<file path="src/rtl/board_debug_display.sv">
// board_debug_display: paged hex viewer for board bring-up. Shows one page of
// NUM_DIGITS nibbles on active-low 7-segment digits; pages advance on a
// debounced push button or a timed auto-rotation, and a freeze input holds a
// snapshot of the current page.
// Optional feature: define BOARD_DEBUG_DISPLAY_BLINK_EN to blink the digits
// while frozen (BLINK_MS ticks visible, BLINK_MS ticks blank).
module board_debug_display #(
   parameter int unsigned NUM_DIGITS  = 8,
   parameter int unsigned NUM_PAGES   = 4,
   parameter int unsigned TICK_DIV    = 50000,
   parameter int unsigned DEBOUNCE_MS = 20,
   parameter int unsigned PAGE_MS     = 2000,
   parameter int unsigned BLINK_MS    = 250
) (
   input  logic                              i_clk,
   input  logic                              i_rstn,
   input  logic [NUM_PAGES*NUM_DIGITS*4-1:0] i_page_data,
   input  logic                              i_btn_next_n,
   input  logic                              i_auto,
   input  logic                              i_freeze,
   output logic [NUM_DIGITS*7-1:0]           o_hex,
   output logic [NUM_PAGES-1:0]              o_page_led,
   output logic                              o_frozen
);

   localparam int unsigned PAGE_W  = (NUM_PAGES > 1) ? $clog2(NUM_PAGES) : 1;
   localparam int unsigned PRESC_W = $clog2(TICK_DIV + 1);
   localparam int unsigned DEB_W   = $clog2(DEBOUNCE_MS + 1);
   localparam int unsigned AUTO_W  = $clog2(PAGE_MS + 1);

   localparam logic [PRESC_W-1:0] PRESC_MAX = PRESC_W'(TICK_DIV - 1);
   localparam logic [DEB_W-1:0]   DEB_MAX   = DEB_W'(DEBOUNCE_MS - 1);
   localparam logic [AUTO_W-1:0]  AUTO_MAX  = AUTO_W'(PAGE_MS - 1);
   localparam logic [PAGE_W-1:0]  PAGE_MAX  = PAGE_W'(NUM_PAGES - 1);

   // Reject configurations the counters and page decode cannot represent.
   if (NUM_PAGES < 2 || NUM_PAGES > 16 || NUM_DIGITS == 0 || TICK_DIV == 0 ||
       DEBOUNCE_MS == 0 || PAGE_MS == 0 || BLINK_MS == 0) begin : g_bad_params
      $error("board_debug_display: parameter out of range");
   end

   logic [PRESC_W-1:0]      presc;
   logic                    tick;
   logic                    btn_meta;
   logic                    btn_sync;
   logic                    btn_db;
   logic [DEB_W-1:0]        deb_cnt;
   logic                    btn_event;
   logic [AUTO_W-1:0]       auto_cnt;
   logic                    auto_event;
   logic                    advance;
   logic [PAGE_W-1:0]       page_idx;
   logic                    frozen;
   logic                    freeze_entry;
   logic                    show_snap;
   logic                    blank_hold;
   logic                    blank_now;
   logic [NUM_DIGITS*4-1:0] live_nibbles;
   logic [NUM_DIGITS*4-1:0] snapshot;
   logic [NUM_DIGITS*4-1:0] shown_nibbles;
   logic [NUM_DIGITS*7-1:0] hex_next;

   // Active-low hex glyphs, bit0 = segment a .. bit6 = segment g.
   function automatic logic [6:0] glyph(input logic [3:0] nib);
      logic [6:0] seg;
      seg = 7'h7F;
      case (nib)
         4'h0: seg = 7'h40;
         4'h1: seg = 7'h79;
         4'h2: seg = 7'h24;
         4'h3: seg = 7'h30;
         4'h4: seg = 7'h19;
         4'h5: seg = 7'h12;
         4'h6: seg = 7'h02;
         4'h7: seg = 7'h78;
         4'h8: seg = 7'h00;
         4'h9: seg = 7'h10;
         4'hA: seg = 7'h08;
         4'hB: seg = 7'h03;
         4'hC: seg = 7'h46;
         4'hD: seg = 7'h21;
         4'hE: seg = 7'h06;
         4'hF: seg = 7'h0E;
      endcase
      return seg;
   endfunction

   assign tick         = (presc == PRESC_MAX);
   assign btn_event    = tick && (btn_sync != btn_db) && (deb_cnt == DEB_MAX) && !btn_sync;
   assign auto_event   = i_auto && tick && (auto_cnt == AUTO_MAX);
   // Coincident events collapse into a single advance; frozen display ignores both.
   assign advance      = (btn_event || auto_event) && !i_freeze;
   assign freeze_entry = i_freeze && !frozen;
   // On the entry cycle live data equals the snapshot being captured.
   assign show_snap    = i_freeze && frozen;
   assign o_frozen     = frozen;

   // Free-running millisecond prescaler.
   always_ff @(posedge i_clk) begin
      if (!i_rstn) begin
         presc <= '0;
      end else if (tick) begin
         presc <= '0;
      end else begin
         presc <= presc + 1'b1;
      end
   end

   // Two-flop synchronizer for the raw button; idles released.
   always_ff @(posedge i_clk) begin
      if (!i_rstn) begin
         btn_meta <= 1'b1;
         btn_sync <= 1'b1;
      end else begin
         btn_meta <= i_btn_next_n;
         btn_sync <= btn_meta;
      end
   end

   // Debounce: a differing level must persist for DEBOUNCE_MS ticks; a bounce back clears.
   always_ff @(posedge i_clk) begin
      if (!i_rstn) begin
         btn_db  <= 1'b1;
         deb_cnt <= '0;
      end else if (btn_sync == btn_db) begin
         deb_cnt <= '0;
      end else if (tick) begin
         if (deb_cnt == DEB_MAX) begin
            btn_db  <= btn_sync;
            deb_cnt <= '0;
         end else begin
            deb_cnt <= deb_cnt + 1'b1;
         end
      end
   end

   // Auto-rotation timer; restarts when disabled or after a button event.
   always_ff @(posedge i_clk) begin
      if (!i_rstn) begin
         auto_cnt <= '0;
      end else if (!i_auto || btn_event) begin
         auto_cnt <= '0;
      end else if (tick) begin
         if (auto_cnt == AUTO_MAX) begin
            auto_cnt <= '0;
         end else begin
            auto_cnt <= auto_cnt + 1'b1;
         end
      end
   end

   // Page index with wrap.
   always_ff @(posedge i_clk) begin
      if (!i_rstn) begin
         page_idx <= '0;
      end else if (advance) begin
         page_idx <= (page_idx == PAGE_MAX) ? '0 : page_idx + 1'b1;
      end
   end

   // Freeze tracking and snapshot capture on the first frozen cycle.
   always_ff @(posedge i_clk) begin
      if (!i_rstn) begin
         frozen   <= 1'b0;
         snapshot <= '0;
      end else begin
         frozen <= i_freeze;
         if (freeze_entry) begin
            snapshot <= live_nibbles;
         end
      end
   end

`ifdef BOARD_DEBUG_DISPLAY_BLINK_EN
   localparam int unsigned BLINK_W = $clog2(BLINK_MS + 1);
   localparam logic [BLINK_W-1:0] BLINK_MAX = BLINK_W'(BLINK_MS - 1);

   logic [BLINK_W-1:0] blink_cnt;
   logic               blink_off;

   // Blink phase: starts visible at freeze entry, toggles every BLINK_MS ticks.
   always_ff @(posedge i_clk) begin
      if (!i_rstn) begin
         blink_cnt <= '0;
         blink_off <= 1'b0;
      end else if (freeze_entry) begin
         blink_cnt <= '0;
         blink_off <= 1'b0;
      end else if (show_snap && tick) begin
         if (blink_cnt == BLINK_MAX) begin
            blink_cnt <= '0;
            blink_off <= ~blink_off;
         end else begin
            blink_cnt <= blink_cnt + 1'b1;
         end
      end
   end

   assign blank_now = show_snap && blink_off;
`else
   assign blank_now = 1'b0;
`endif

   // Select the current page's nibbles and encode the displayed set.
   always_comb begin
      live_nibbles = '0;
      for (int unsigned d = 0; d < NUM_DIGITS; d++) begin
         live_nibbles[d*4 +: 4] = i_page_data[(32'(page_idx) * NUM_DIGITS + d) * 4 +: 4];
      end
      shown_nibbles = show_snap ? snapshot : live_nibbles;
      hex_next = '1;
      for (int unsigned d = 0; d < NUM_DIGITS; d++) begin
         hex_next[d*7 +: 7] = glyph(shown_nibbles[d*4 +: 4]);
      end
   end

   // Registered display outputs; held blank for one extra cycle after reset.
   always_ff @(posedge i_clk) begin
      if (!i_rstn) begin
         blank_hold <= 1'b1;
         o_hex      <= '1;
         o_page_led <= NUM_PAGES'(1);
      end else begin
         blank_hold <= 1'b0;
         o_hex      <= (blank_hold || blank_now) ? '1 : hex_next;
         o_page_led <= NUM_PAGES'(1) << page_idx;
      end
   end

endmodule

</file>
<file path="config.mk">
export PLATFORM = sky130hd
export DESIGN_NAME = board_debug_display
export DESIGN_NICKNAME = d
export VERILOG_FILES = /design/src/rtl/board_debug_display.sv
export SDC_FILE = /design/constraint.sdc
export NUM_CORES = 1
export LEC_CHECK = 0
export CAP_MARGIN = 20
export CORE_ASPECT_RATIO = 1.5
export CORE_MARGIN = 8
export CORE_UTILIZATION = 50
export DETAILED_ROUTE_END_ITERATION = 7
export DONT_BUFFER_PORTS = 1
export MAX_ROUTING_LAYER = met4
export PLACE_DENSITY = 0.67
export SLEW_MARGIN = 30
export SYNTH_ARGS = -nofsm -noshare
export SYNTH_HDL_FRONTEND = slang
export SYNTH_SLANG_ARGS = --single-unit
</file>
<file path="constraint.sdc">
create_clock -name i_clk -period 2.6 [get_ports i_clk]
set_clock_uncertainty 0.15 [all_clocks]
set_input_delay 0.39 -clock i_clk [delete_from_list [all_inputs] [get_ports i_clk]]
set_output_delay 0.39 -clock i_clk [all_outputs]
set_load 0.01 [all_outputs]
</file>
==> results of run 1 <==
[cell usage in the layout (no fill, tap or decap), types with 4 or more instances in the layout]
cell	n
xnor2_1	8
nor4_1	4
xor2_1	5
mux2i_1	61
and2_1	18
clkbuf_16	18
nand3_1	19
and3b_1	8
mux4_1	10
o221ai_2	5
buf_4	51
nand4_1	6
and3_1	7
o22a_1	6
inv_1	29
mux4_2	6
a2111oi_2	4
dfxtp_1	129
nor2_1	54
o21ai_0	46
mux2_2	21
or3_1	8
o21ai_1	5
a221oi_2	6
ha_1	53
mux2i_4	4
clkbuf_1	4
nand2b_1	13
nand2_1	102
o221ai_1	20
a31oi_1	29
nor3_1	5
a21oi_1	52
or2_2	5
o31ai_1	6
nand3b_1	6
[final cells by class]
class / count / area, sq um / share of cell area
Clock buffer: 24 / 493 / 0.0548
Clock inverter: 7 / 96.3 / 0.0107
Inverter: 32 / 120 / 0.0133
Multi-Input combinational cell: 649 / 4940 / 0.549
Sequential cell: 131 / 2630 / 0.292
Tap cell: 203 / 254 / 0.0282
Timing Repair Buffer: 57 / 473 / 0.0525
[path summary, 6_finish.rpt]
kind / to
setup / recovery: o_hex[28]$_SDFF_PP1_
hold / removal: deb_cnt[1]$_SDFFE_PP0N_
setup reg to reg: o_hex[28]$_SDFF_PP1_
hold reg to reg: btn_sync$_SDFF_PN1_
[power groups by stage]
stage / registers [uW] / clock network (uW) / logic [uW]
after floorplan: 2220 / 0 / 545
after global placement: 2230 / 0 / 696
after detailed placement: 2240 / 0 / 704
after CTS: 2190 / 2450 / 719
after global routing: 2200 / 2550 / 798
final: 2190 / 2420 / 717
[worst max-delay path, cell delays in order, from the launching register on]
cell and delay (ns):
dfxtp_4 0.37, buf_12 0.14, buf_4 0.12, mux4_2 0.53, mux2i_2 0.19, inv_1 0.10
ha_1 0.23, or3_1 0.38, o221ai_1 0.08, nand2_1 0.07
[kinds of logic after synthesis]
family | count (synthesis) | share of synthesized area
buf+inv | 86 | 0.0542
simple gates | 281 | 0.177
xor+xnor | 13 | 0.0143
compound gates | 196 | 0.167
flops | 131 | 0.330
fa+ha+maj | 53 | 0.0835
mux | 106 | 0.175
[flip-flops by register name, summed over array words and instances (netlist names)]
name	flops
page_idx	2
btn_sync	1
btn_meta	1
blank_hold	1
btn_db	1
o_frozen	1
auto_cnt	11
snapshot	32
o_page_led	4
deb_cnt	5
o_hex	56
presc	16
[per-layer routing]
metal	global-route usage	routed length [microns]	vias up
li1	-	-	3192
met1	0.216	8300	3092
met2	0.388	11300	215
met3	0.0491	1320	50
met4	0.109	733	0
met5	-	0	-
[per-stage QoR]
step | std cells | instance area (sq um)
finish | 1103 | 9000
global route | 1103 | 9000
CTS | 1100 | 8960
detailed placement | 1066 | 8350
global placement | 1066 | 8350
floorplan | 866 | 7980
[repair_timing]
action,CTS,global route
hold buffers,3,0
endpoints found under the hold margin,16,0
endpoints found under the setup margin,0,14
resized for setup,0,1
setup buffers,0,3
==> metrics.md, run 1 <==
| Metric | Value |
|---|---|
| Cell-internal power | `3930 uW` |
| Worst endpoint data arrival time | `2.62 ns` |
| Worst Hold Slack | `0.0732 ns` |
| Aggregate negative setup slack | `0 ns` |
| Num CTS Buffers | `17` |
| PnR worst setup slack | `0.139 ns` |
| H-tree levels | `4` |
| NetSw | `1390 uW` |
| Clock power share | `0.454` |
| Sink Count | `131` |
| GR Overflow Total | `0` |
| Antenna cells | `0` |
| GRT Util Overall | `0.216` |
| First-pass GRT wire length | `33.9 mm` |
| DR vias/cell | `5.94` |
| Post-synthesis cell type count | `64` |
| Number of setup violations in the final report | `0` |
| Worst slew pin tran | `0.694 ns` |
| Register area share after synthesis | `0.330` |
| Post-Synthesis Cells | `866` |
| Synth Flop Type | `dfxtp_1` |
| Seq pwr share | `0.411` |
| Fin crit share | `0.947` |
| Hold-critical path depth | `2` |
| Routed Antenna Nets | `0` |
| Reg2reg start | `page_idx[0]$_SDFFE_PN0P_` |
| Asr flop ratio synth | `0` |
| Area added between synthesis and finish | `13.3%` |
| Dpl hpwl | `16.1 mm` |
| Mapped Nets | `1,052` |
| Area contributors post-synth | `dfxtp_1 (33%), ha_1 (8.3%), mux2i_1 (7.8%)` |
| Fin util | `0.576` |
| CP required | `2.76 ns` |
| Top cells by count, synth | `dfxtp_1 (131), nand2_1 (103), mux2i_1 (62), nor2_1 (55), ha_1 (53)` |
| Number of nets in the layout | `1,074` |
| Total wire length | `21.6 mm` |
| Combinational power share | `0.135` |
| Root Buffer | `clkbuf_16` |
| Number of global-route vias before repair | `6,464` |
| Largest net degree at the start of global routing | `35` |
| Routability cong. | `0.883` |
| RSZ-0062 raised after global routing | `no` |
| Cell accounting for the most synthesized area | `dfxtp_1` |
| Worst hold path class | `in2reg` |
| Clock slew at reported path FFs | `0.06 ns` |
| Max VDD drop | `313 uV` |
| Power density cells | `591 mW/mm^2` |
| I/O pin total | `194` |
| Synth top area share | `0.330` |
| Worst-Skew Late Latency | `0.43 ns` |
| Fin crit period | `2.46 ns` |
| Mapped Area | `0.00795 sq mm` |
| # rows | `56` |
| Worst Setup SP | `page_idx[0]$_SDFFE_PN0P_` |
| Drt wl/cell | `19.6 microns` |
| Vias | `6,549` |
| Die ar. | `0.0203 sq mm` |
| Post-synth EDFFs | `0` |
| Slew HR | `0.536` |
| Fraction of layout cells with a size suffix above 1 | `0.170` |
| Core area | `0.0156 sq mm` |
| Initial DRC count | `392` |
| Most common cell in the netlist | `dfxtp_1` |
| Pwr Total | `5320 uW` |
| Port bufs | `0` |
| Worst R2R Setup Slack | `0.14 ns` |
| Drc violations | `0` |
| Mean area per synthesized cell | `9.18 sq um` |
| Max-Cap Viols | `0` |
| CP Class | `reg2reg` |
| Worst setup SP type | `flop` |
| Status | `completed` |
| Fillers | `1,363` |
| Initial antenna violation count | `0` |
| Max Fclk | `0.406 GHz` |
| Crit-path max FO | `8` |
| Nature of the critical path endpoint | `flop` |
| Hold_sp | `i_rstn` |
| Initial core utilization | `0.509` |
| Initial DRT Pass Iterations | `5` |
| Final slew viol count | `0` |
| Synth warn | `0` |
| CTS tree | `built` |
| Reg2Reg Depth | `9` |
| LEAKAGE | `0.00352 uW` |
| Post-synthesis register bit count | `131` |
| CTS max path bufs | `2` |
| Height of the die | `170 microns` |
| Worst Setup Slack post-DPL | `0.00473 ns` |
| Chip Width | `119 microns` |
| Hold Vio Cnt, Final | `0` |
| Switching Share | `0.262` |
No activity file was read; power rests on OpenSTA's default activity.
==> run 2, diff against run 1 <==
- CAP_MARGIN: 20 -> 25
- CTS_CLUSTER_SIZE: default -> 12
==> results of run 2 <==
Final layout, timing and power as in run 1 (identical DEF).
